File: src/rtl/quiz_pkg.sv
// Shared types and constants for the quiz round sequencer: state encoding,
// player count and the Player_Number encoding (0 = no winner).
package quiz_pkg;

  localparam int NPLAYER = 4;

  typedef enum logic [1:0] {
    ST_IDLE   = 2'd0,
    ST_ARMED  = 2'd1,
    ST_LOCKED = 2'd2,
    ST_RESULT = 2'd3
  } state_t;

  localparam logic [3:0] PNUM_NONE       = 4'd0;
  localparam logic [1:0] LAST_WINNER_RST = 2'd3;

  function automatic logic [3:0] idx_to_pnum(input logic [1:0] idx);
    return {2'b00, idx} + 4'd1;
  endfunction

endpackage

File: src/rtl/rr_arbiter.sv
// Combinational 4-way round-robin arbiter; the search starts one past the
// previous winner so every player gets a fair turn at first priority.
module rr_arbiter
  import quiz_pkg::*;
(
  input  logic [3:0] i_request,
  input  logic [1:0] i_last_winner,
  output logic [3:0] o_grant,
  output logic [1:0] o_index
);

  logic [1:0] w_idx;
  logic       w_found;

  // Walk the four positions after the last winner, first request wins
  always_comb begin
    o_grant = 4'b0000;
    o_index = 2'd0;
    w_idx   = 2'd0;
    w_found = 1'b0;
    for (int k = 1; k <= 4; k++) begin
      w_idx = i_last_winner + 2'(k);
      if (!w_found && i_request[w_idx]) begin
        w_found          = 1'b1;
        o_grant[w_idx]   = 1'b1;
        o_index          = w_idx;
      end else begin
        w_found = w_found;
      end
    end
  end

endmodule

File: src/rtl/quiz_round_ctrl.sv
// Round sequencer for the four-player quiz responder: arms, arbitrates,
// collects the verdict and keeps saturating scores. Optional macro:
// FALSE_START_EN (presses while IDLE lock that player out of the next round).
module quiz_round_ctrl
  import quiz_pkg::*;
#(
  parameter int SCORE_W = 4
) (
  input  logic                     CLK,
  input  logic                     RST,
  input  logic                     Start,
  input  logic                     Abort,
  input  logic [3:0]               Key_In,
  input  logic                     Judge_OK,
  input  logic                     Judge_Fail,
  input  logic                     Timer_Done,
  input  logic                     Score_Clr,
  output logic [3:0]               Grant,
  output logic [3:0]               Player_Number,
  output logic                     Timer_Start,
  output logic                     Buzzer_Req,
  output logic                     Round_Done,
  output logic [4*SCORE_W-1:0]     Score_Out,
  output logic [1:0]               State_Out
);

  localparam logic [SCORE_W-1:0] SCORE_MAX = {SCORE_W{1'b1}};

  state_t             r_state, w_next;
  logic [3:0]         r_key_q, w_edge, w_cand, r_lockout;
  logic [3:0]         w_arb_grant, r_grant, r_pnum;
  logic [1:0]         w_arb_idx, r_last_winner;
  logic               w_grant_ev, w_score_inc, w_to_result, w_abort_end, w_start_ev;
  logic               r_timer_start, r_buzzer, r_round_done;
  logic [SCORE_W-1:0] r_score [NPLAYER];

  assign w_edge = Key_In & ~r_key_q;
  assign w_cand = w_edge & ~r_lockout;

  rr_arbiter u_arb (
    .i_request     (w_cand),
    .i_last_winner (r_last_winner),
    .o_grant       (w_arb_grant),
    .o_index       (w_arb_idx)
  );

  // Previous-cycle key copy for rising-edge detection
  always_ff @(posedge CLK or posedge RST) begin
    if (RST) r_key_q <= 4'b0000;
    else     r_key_q <= Key_In;
  end

  // State register
  always_ff @(posedge CLK or posedge RST) begin
    if (RST) r_state <= ST_IDLE;
    else     r_state <= w_next;
  end

  // Next-state and event decode; a simultaneous Fail overrides OK
  always_comb begin
    w_next      = r_state;
    w_grant_ev  = 1'b0;
    w_score_inc = 1'b0;
    w_to_result = 1'b0;
    w_abort_end = 1'b0;
    w_start_ev  = 1'b0;
    case (r_state)
      ST_IDLE: begin
        if (Start) begin
          w_next     = ST_ARMED;
          w_start_ev = 1'b1;
        end else begin
          w_next = ST_IDLE;
        end
      end
      ST_ARMED: begin
        if (Abort) begin
          w_next      = ST_IDLE;
          w_abort_end = 1'b1;
        end else if (|w_cand) begin
          w_next     = ST_LOCKED;
          w_grant_ev = 1'b1;
        end else begin
          w_next = ST_ARMED;
        end
      end
      ST_LOCKED: begin
        if (Abort) begin
          w_next      = ST_IDLE;
          w_abort_end = 1'b1;
        end else if (Judge_Fail) begin
          w_next      = ST_RESULT;
          w_to_result = 1'b1;
        end else if (Judge_OK) begin
          w_next      = ST_RESULT;
          w_to_result = 1'b1;
          w_score_inc = 1'b1;
        end else if (Timer_Done) begin
          w_next      = ST_RESULT;
          w_to_result = 1'b1;
        end else begin
          w_next = ST_LOCKED;
        end
      end
      ST_RESULT: w_next = ST_IDLE;
      default:   w_next = ST_IDLE;
    endcase
  end

  // Registered grant, player number and one-cycle pulses
  always_ff @(posedge CLK or posedge RST) begin
    if (RST) begin
      r_grant       <= 4'b0000;
      r_pnum        <= PNUM_NONE;
      r_last_winner <= LAST_WINNER_RST;
      r_timer_start <= 1'b0;
      r_buzzer      <= 1'b0;
      r_round_done  <= 1'b0;
    end else begin
      r_timer_start <= w_grant_ev;
      r_buzzer      <= w_grant_ev;
      r_round_done  <= w_to_result;
      if (w_grant_ev) begin
        r_grant       <= w_arb_grant;
        r_last_winner <= w_arb_idx;
      end else if (w_next != ST_LOCKED) begin
        r_grant <= 4'b0000;
      end
      // The winner stays on the display until the next round is started
      if (w_grant_ev)      r_pnum <= idx_to_pnum(w_arb_idx);
      else if (w_start_ev) r_pnum <= PNUM_NONE;
    end
  end

  // Per-player saturating scores; clear is only honoured while idle
  always_ff @(posedge CLK or posedge RST) begin
    if (RST) begin
      for (int i = 0; i < NPLAYER; i++) r_score[i] <= '0;
    end else if (r_state == ST_IDLE && Score_Clr) begin
      for (int i = 0; i < NPLAYER; i++) r_score[i] <= '0;
    end else if (w_score_inc && r_score[r_last_winner] != SCORE_MAX) begin
      r_score[r_last_winner] <= r_score[r_last_winner] + SCORE_W'(1);
    end
  end

`ifdef FALSE_START_EN
  // False-start mask: built up while idle, dropped when a round ends
  always_ff @(posedge CLK or posedge RST) begin
    if (RST)                                   r_lockout <= 4'b0000;
    else if (w_abort_end || r_state == ST_RESULT) r_lockout <= 4'b0000;
    else if (r_state == ST_IDLE)               r_lockout <= r_lockout | w_edge;
  end
`else
  // Without false-start detection nobody is ever locked out
  always_ff @(posedge CLK or posedge RST) begin
    if (RST) r_lockout <= 4'b0000;
    else     r_lockout <= 4'b0000;
  end
`endif

  // Pack scores with player 1 in the least significant field
  always_comb begin
    Score_Out = '0;
    for (int i = 0; i < NPLAYER; i++) Score_Out[i*SCORE_W +: SCORE_W] = r_score[i];
  end

  assign Grant         = r_grant;
  assign Player_Number = r_pnum;
  assign Timer_Start   = r_timer_start;
  assign Buzzer_Req    = r_buzzer;
  assign Round_Done    = r_round_done;
  assign State_Out     = r_state;

endmodule

File: config.mk
export PLATFORM = sky130hd
export DESIGN_NAME = quiz_round_ctrl
export DESIGN_NICKNAME = d
export VERILOG_FILES = /design/src/rtl/quiz_pkg.sv /design/src/rtl/rr_arbiter.sv /design/src/rtl/quiz_round_ctrl.sv
export SDC_FILE = /design/constraint.sdc
export NUM_CORES = 1
export LEC_CHECK = 0
export ABC_AREA = 1
export CELL_PAD_IN_SITES_DETAIL_PLACEMENT = 1
export CELL_PAD_IN_SITES_GLOBAL_PLACEMENT = 2
export CORE_AREA = 2 2 90 92
export DETAILED_ROUTE_END_ITERATION = 10
export DIE_AREA = 0 0 92 94
export GPL_TIMING_DRIVEN = 0
export PLACE_DENSITY = 0.82
export SLEW_MARGIN = 0
export SYNTH_ARGS = -nofsm -noshare
export SYNTH_HDL_FRONTEND = slang
export SYNTH_HIERARCHICAL = 1
export SYNTH_SLANG_ARGS = --single-unit
File: constraint.sdc
create_clock -name CLK -period 2.7 [get_ports CLK]
set_input_delay 0.54 -clock CLK [delete_from_list [all_inputs] [get_ports CLK]]
set_output_delay 0.54 -clock CLK [all_outputs]
set_load 0.02 [all_outputs]
**Word-level counts from Yosys, hierarchy flattened**

Index checks and enable logic that the tools add are counted.

- Output and inout bits: 29
- Latch bits: 0
- Memories kept: 0
- Word-level logic and storage cells: 116
- Memory bits (read-only): 0
- Memory bits (writable): 0
- Input port bits: 12
- Register bits: 34

- Shift-type cells: 0
- Multiplexer cells: 61
- Reductions and logical operators: 18
- Multipliers: 0
- Equality and inequality tests: 5
- Bitwise gates (word level): 6
- Div/mod/pow operators: 0
- Add/subtract/negate cells: 5
- $lt $le $gt $ge: 10

Operators with widths:

| cell | count |
|---|---|
| 4-bit 2-to-1 mux | 11 |
| 16-bit 2-to-1 mux | 2 |
| 1-bit 2-to-1 mux | 29 |
| 16-bit bitwise mux | 1 |
| 2-bit 2-to-1 mux | 7 |
| 2-bit by 3-bit less-than comparator with 1-bit output, second input constant | 4 |
| 4-bit OR | 3 |
| 1-bit logical AND | 10 |
| 1-bit binary-select mux with 2-bit select | 4 |
| 4-bit binary-select mux with 2-bit select | 1 |
| 1-bit demux with 2-bit select | 4 |
| 4-bit demux with 2-bit select | 1 |
| 2-bit by 1-bit greater-or-equal comparator with 1-bit output, second input constant | 4 |
| 2-bit one-hot mux with 4 select lines | 1 |
| 2-bit nonzero test | 3 |
| 2-bit adder, second input constant | 2 |
| 4-bit by 1-bit adder with 4-bit output, second input constant | 1 |
| 4-bit bitwise AND | 1 |
| 2-bit equality test, second input constant | 2 |
| 4-bit != test, second input constant | 1 |
| 4-bit inverter | 1 |
| 4-bit OR reduction | 1 |
| 2-bit by 1-bit adder with 3-bit output, second input constant | 1 |
| 3-bit greater-or-equal comparator, second input constant | 1 |
| 7 further kinds | 9 |

**Longest topological paths before layout**

- Depth in word-level cells: 16
- Depth in mapped cells: 14
- Depth with buffers taken out: 14

**By module**

Netlist, hierarchy kept.

Modules (own cells, without submodules):

| module | sequential area each (sq um) | area each (sq um) | times used | cells an instance |
|---|---|---|---|---|
| quiz_round_ctrl | 828.3 | 1657.8 | 1 | 208 |
| rr_arbiter | 0.0 | 535.5 | 1 | 85 |

**Least setup slack after synthesis**

No wires, ideal clock.

- Kind: flip-flop to flip-flop
- Start point: reg r_last_winner[0]
- End point: reg r_pnum[1], in the netlist Player_Number[1]
- Library setup time: 0.118 ns
- Clock period less this slack: 2.315 ns
- Arrival time: 2.197 ns
- Cell stages (with the launch flop): 14
- Buffers on the path: 1
- Slack: 0.385 ns
- Data required time: 2.582 ns
- Cell sequence: dfstp_2 > buf_6 > inv_8 > ha_1 > inv_1 > nand3_1 > nand2_1 > nand2_1 > nor2_1 > nor2_1 > nor2_1 > ha_1 > nand2_1 > nand2_1

- Longest elaborated chain between the ends: 15
- Elaborated cells on any way between the ends: 26
- Classes of those cells: add/sub: 4; mux: 16; reduce/logical: 6

RTL lines:

| element | line | text |
|---|---|---|
| start: declaration | quiz_round_ctrl.sv:32 | `logic [1:0] w_arb_idx, r_last_winner;` |
| start signal: assignment | quiz_round_ctrl.sv:125 | `r_last_winner <= w_arb_idx;` |
| 2-bit by 1-bit adder with 2-bit output | rr_arbiter.sv:22 | `w_idx = i_last_winner + 2'(k);` |
| 1-bit binary-select mux with 2-bit select | rr_arbiter.sv:23 | `if (!w_found && i_request[w_idx]) begin` |
| 1-bit 2-to-1 mux (implied by the code) | rr_arbiter.sv:23 |  |
| 1-bit 2-to-1 mux | rr_arbiter.sv:23 |  |
| 1-bit logical NOT | rr_arbiter.sv:23 |  |
| 1-bit logical AND | rr_arbiter.sv:23 |  |
| 1-bit 2-to-1 mux | rr_arbiter.sv:23 |  |
| 1-bit logical NOT | rr_arbiter.sv:23 |  |
| 1-bit logical AND | rr_arbiter.sv:23 |  |
| 1-bit 2-to-1 mux | rr_arbiter.sv:23 |  |
| 1-bit logical NOT | rr_arbiter.sv:23 |  |
| 1-bit logical AND | rr_arbiter.sv:23 |  |
| 2-bit 2-to-1 mux * | rr_arbiter.sv:23 |  |
| named net w_arb_idx[0] | quiz_round_ctrl.sv:32 |  |
| 2-bit by 1-bit adder with 3-bit output * | quiz_pkg.sv:18 | `return {2'b00, idx} + 4'd1;` |
| 4-bit 2-to-1 mux * | quiz_round_ctrl.sv:130 | `if (w_grant_ev) r_pnum <= idx_to_pnum(w_arb_idx);` |
| end signal: assignment | quiz_round_ctrl.sv:130 |  |
| end: declaration | quiz_round_ctrl.sv:31 | `logic [3:0] w_arb_grant, r_grant, r_pnum;` |

Mark *: on every way through the listed nets, which the timed path passes. The rest lies on a longest branch. The select of a mux whose other input is x is not followed.
A chain may end at the register's enable or synchronous reset.

**Worst setup path after layout**

Ends and elaborated chain as after synthesis.

==> results.ini <==
[outcome]
status = complete, no violations

[worst_setup_path]
cp_max_fo = 11
r2r_slack_ns = 0.21
r2r_cells = 13
r2r-start = r_last_winner[0]$_DFFE_PP1P_
arrival_ns = 2.68
crit_start = r_last_winner[0]$_DFFE_PP1P_
criticalPathCategory = flop to flop
cp-start-kind = flop
r2r_end = Player_Number[1]$_DFFE_PP0P_
end_kind = flop
required_ns = 2.89

[pwr]
p_per_area_nw_per_um2 = 825
pwr-share-comb_pct = 58.2
p_sw_share_pct = 46.9
power_mw = 2.39
p_switching_mw = 1.12
internal_power_mw = 1.27
p_clk_share_pct = 15.5
irDropWorstVdd_mv = 0.283
power_leakage_nw = 1.48
power_frac_seq_pct = 26.2

[global_route]
grt_pass1_vias = 2157
grt_pass1_wl_um = 10400
antenna_found_initial = 0
grt.total_usage_pct = 15.1
grt_max_degree = 34
grt_overflow_total = 0

[min_path]
holdPathStages = 2
hold_end = Score_Out[2]$_DFFE_PP0P_
min_from = Score_Out[2]$_DFFE_PP0P_
hold_class = flop to flop

[timing]
fmax_ghz = 0.401
slew_viol_final = 0
relSlewSlack_pct = 54.4
finalCriticalPeriod_ns = 2.49
hold_viol_final = 0
tightest_slew_ns = 0.680
rsz0062_at_grt = false
skew_ns = 0.00560
fin_crit_sh_pct = 92.4
finalSetupViolCount = 0

[die]
initial_utilization_pct = 28.8
core_um2 = 7610
dieHeight_um = 94
io_pins = 41
die-area_um2 = 8650
rows = 32
die_w_um = 92

[cts]
cts_tree = built
clk_latency_ns = 0.29
cts_buffers = 5
clkSinkCount = 33
cts.clk_slew.worst_paths_ns = 0.07
htree_num_levels = 2
holdBufCountCts = 0
root_buffer = clkbuf_8
cts_buffer_depth = 2

[yosys]
avgSynthCellArea_um2 = 7.49
yosysTopAreaCellShare_pct = 35.4
ys_types = 30
ys.flop_type = dfrtp_1
yosys_register_bits = 33
netlist_instances = 293
synth-edff-count = 0
syn-num-nets = 315
netlist_area_um2 = 2190
ys_warn_count = 6
ys_seq_area_share_pct = 37.8
synth_largest_area_cell = dfrtp_1
synth.top_cells.by_area = dfrtp_1 35%, nand2_1 17%, nand3_1 10%, ha_1 5.7%, inv_1 5.5%
synthArstFlopShare_pct = 100

[placed_design]
dp_hpwl_um = 4550
io_buffers = 39
dp_cells = 434
placed_area_um2 = 2710
place_congestion = 0.802

[route]
first_pass_iters = 4
drc_errors = 0
vias_per_cell = 4.47
vias = 2017
wl_per_cell_um = 13.2
antenna_left = 0
drt_wl_total_um = 5950
drt_iter0_drc = 53

[finish]
fin_area_um2 = 2890
finalNonFillerCells = 451
area_growth_pct = 31.8
drive_gt1_share_pct = 16.3
fin_nets = 370
diodes = 0
n_fill_cell = 952

[job]
max-cap-violations = 0

cell families after synthesis:
logic type / count (synthesis) / synth area share, %
simple gates: 183 / 41.6
fa+ha+maj: 10 / 5.70
other cells: 1 / 0.171
buf+inv: 47 / 9.75
compound gates: 18 / 4.56
xor+xnor: 1 / 0.399
flops: 33 / 37.8
flip-flops by register name, indices dropped and copies added (netlist names):
name           count
Round_Done         1
r_key_q            4
Score_Out         16
State_Out          2
r_last_winner      2
Player_Number      3
Buzzer_Req         1
Grant              4
stage by stage:
step                util, %  setup TNS [ns]  hold slack, ns  worst slack (ns)
finish                 38.0               0           0.534             0.206
global route           38.0               0           0.580            0.0328
CTS                    36.8               0           0.544            0.0255
detailed placement     35.6          -0.113           0.523            -0.113
global placement       35.6          -0.111           0.517            -0.111
floorplan                 -               0           0.571             0.385
final cells by class:
| cell class | instances | area, µm² | share of cell area [%] |
|---|---|---|---|
| Inverter | 40 | 161 | 5.58 |
| Clock buffer | 5 | 68.8 | 2.38 |
| Multi-Input combinational cell | 213 | 1150 | 39.9 |
| Timing Repair Buffer | 48 | 478 | 16.5 |
| Tap cell | 102 | 128 | 4.41 |
| Sequential cell | 33 | 828 | 28.6 |
| Clock inverter | 3 | 17.5 | 0.606 |
| Buffer | 7 | 56.3 | 1.95 |
worst max-delay path by stage:
stage	to	slack [ns]	cells after the start
5_1_grt	Player_Number[1]$_DFFE_PP0P_	0.03	13
3_5_place_dp	Player_Number[1]$_DFFE_PP0P_	-0.11	15
3_3_place_gp	Player_Number[1]$_DFFE_PP0P_	-0.11	15
6_report	Player_Number[1]$_DFFE_PP0P_	0.21	13
4_1_cts	Player_Number[1]$_DFFE_PP0P_	0.03	13
2_1_floorplan	Player_Number[1]$_DFFE_PP0P_	0.38	13
critical path, cell delays in order, from the launching register on:
cell and delay [ns]:
dfstp_2 0.56, buf_6 0.17, inv_8 0.07, ha_1 0.37, inv_1 0.18, nand3_1 0.11, nand2_1 0.11, nand2_1 0.09
nor2_1 0.16, nor2_1 0.07, nor2_2 0.14, ha_1 0.25, nand2_1 0.07, nand2_1 0.05
cell usage in the layout (no fill, tap or decap), drive strengths merged:
| master | n |
|---|---|
| o21ai | 9 |
| clkbuf | 6 |
| clkdlybuf4s50 | 39 |
| conb | 1 |
| nand3b | 1 |
| clkinv | 3 |
| a21boi | 4 |
| dfstp | 2 |
| ha | 10 |
| nor3 | 1 |
| nand3 | 53 |
| nand2 | 110 |
| buf | 15 |
| nor2 | 13 |
| inv | 38 |
| nor3b | 1 |
| or2 | 2 |
| a21oi | 5 |
| xnor2 | 1 |
| dfrtp | 31 |
| nand4 | 2 |
| clkinvlp | 2 |
cell usage after synthesis, types with 2 or more instances:
library cell and instances:
nand2_1 100, nor2_1 11, dfstp_2 2, buf_6 2, buf_4 4, inv_1 32
a21oi_1 5, nand2_4 3, nand2_2 6, or2_2 2, o21ai_0 7, a21boi_0 4
nand3_2 4, nand3_4 3, nand3_1 46, dfrtp_1 31, nand4_1 2, ha_1 10
inv_2 7, o21ai_1 2
repair_timing:
action | CTS | global route
endpoints found under the setup margin | 0 | 2
buffers inserted | 0 | 8
resized for setup | 0 | 2
power groups by stage:
| stage | registers [mW] | logic [mW] | clock network [mW] |
|---|---|---|---|
| 4_1_cts | 0.647 | 1.29 | 0.386 |
| 2_1_floorplan | 0.684 | 0.889 | 0 |
| 3_3_place_gp | 0.654 | 1.27 | 0 |
| 6_report | 0.626 | 1.39 | 0.371 |
| 3_5_place_dp | 0.656 | 1.28 | 0 |
| 5_1_grt | 0.637 | 1.57 | 0.411 |
per-layer routing:
layer	GRT usage, %	vias up	wire length (µm)
met5	0	-	0
met4	3.36	0	60
met3	3.29	7	186
met2	27.2	26	3080
met1	18.5	952	2620
li1	-	1032	-
(Power assumes the default switching activity.)
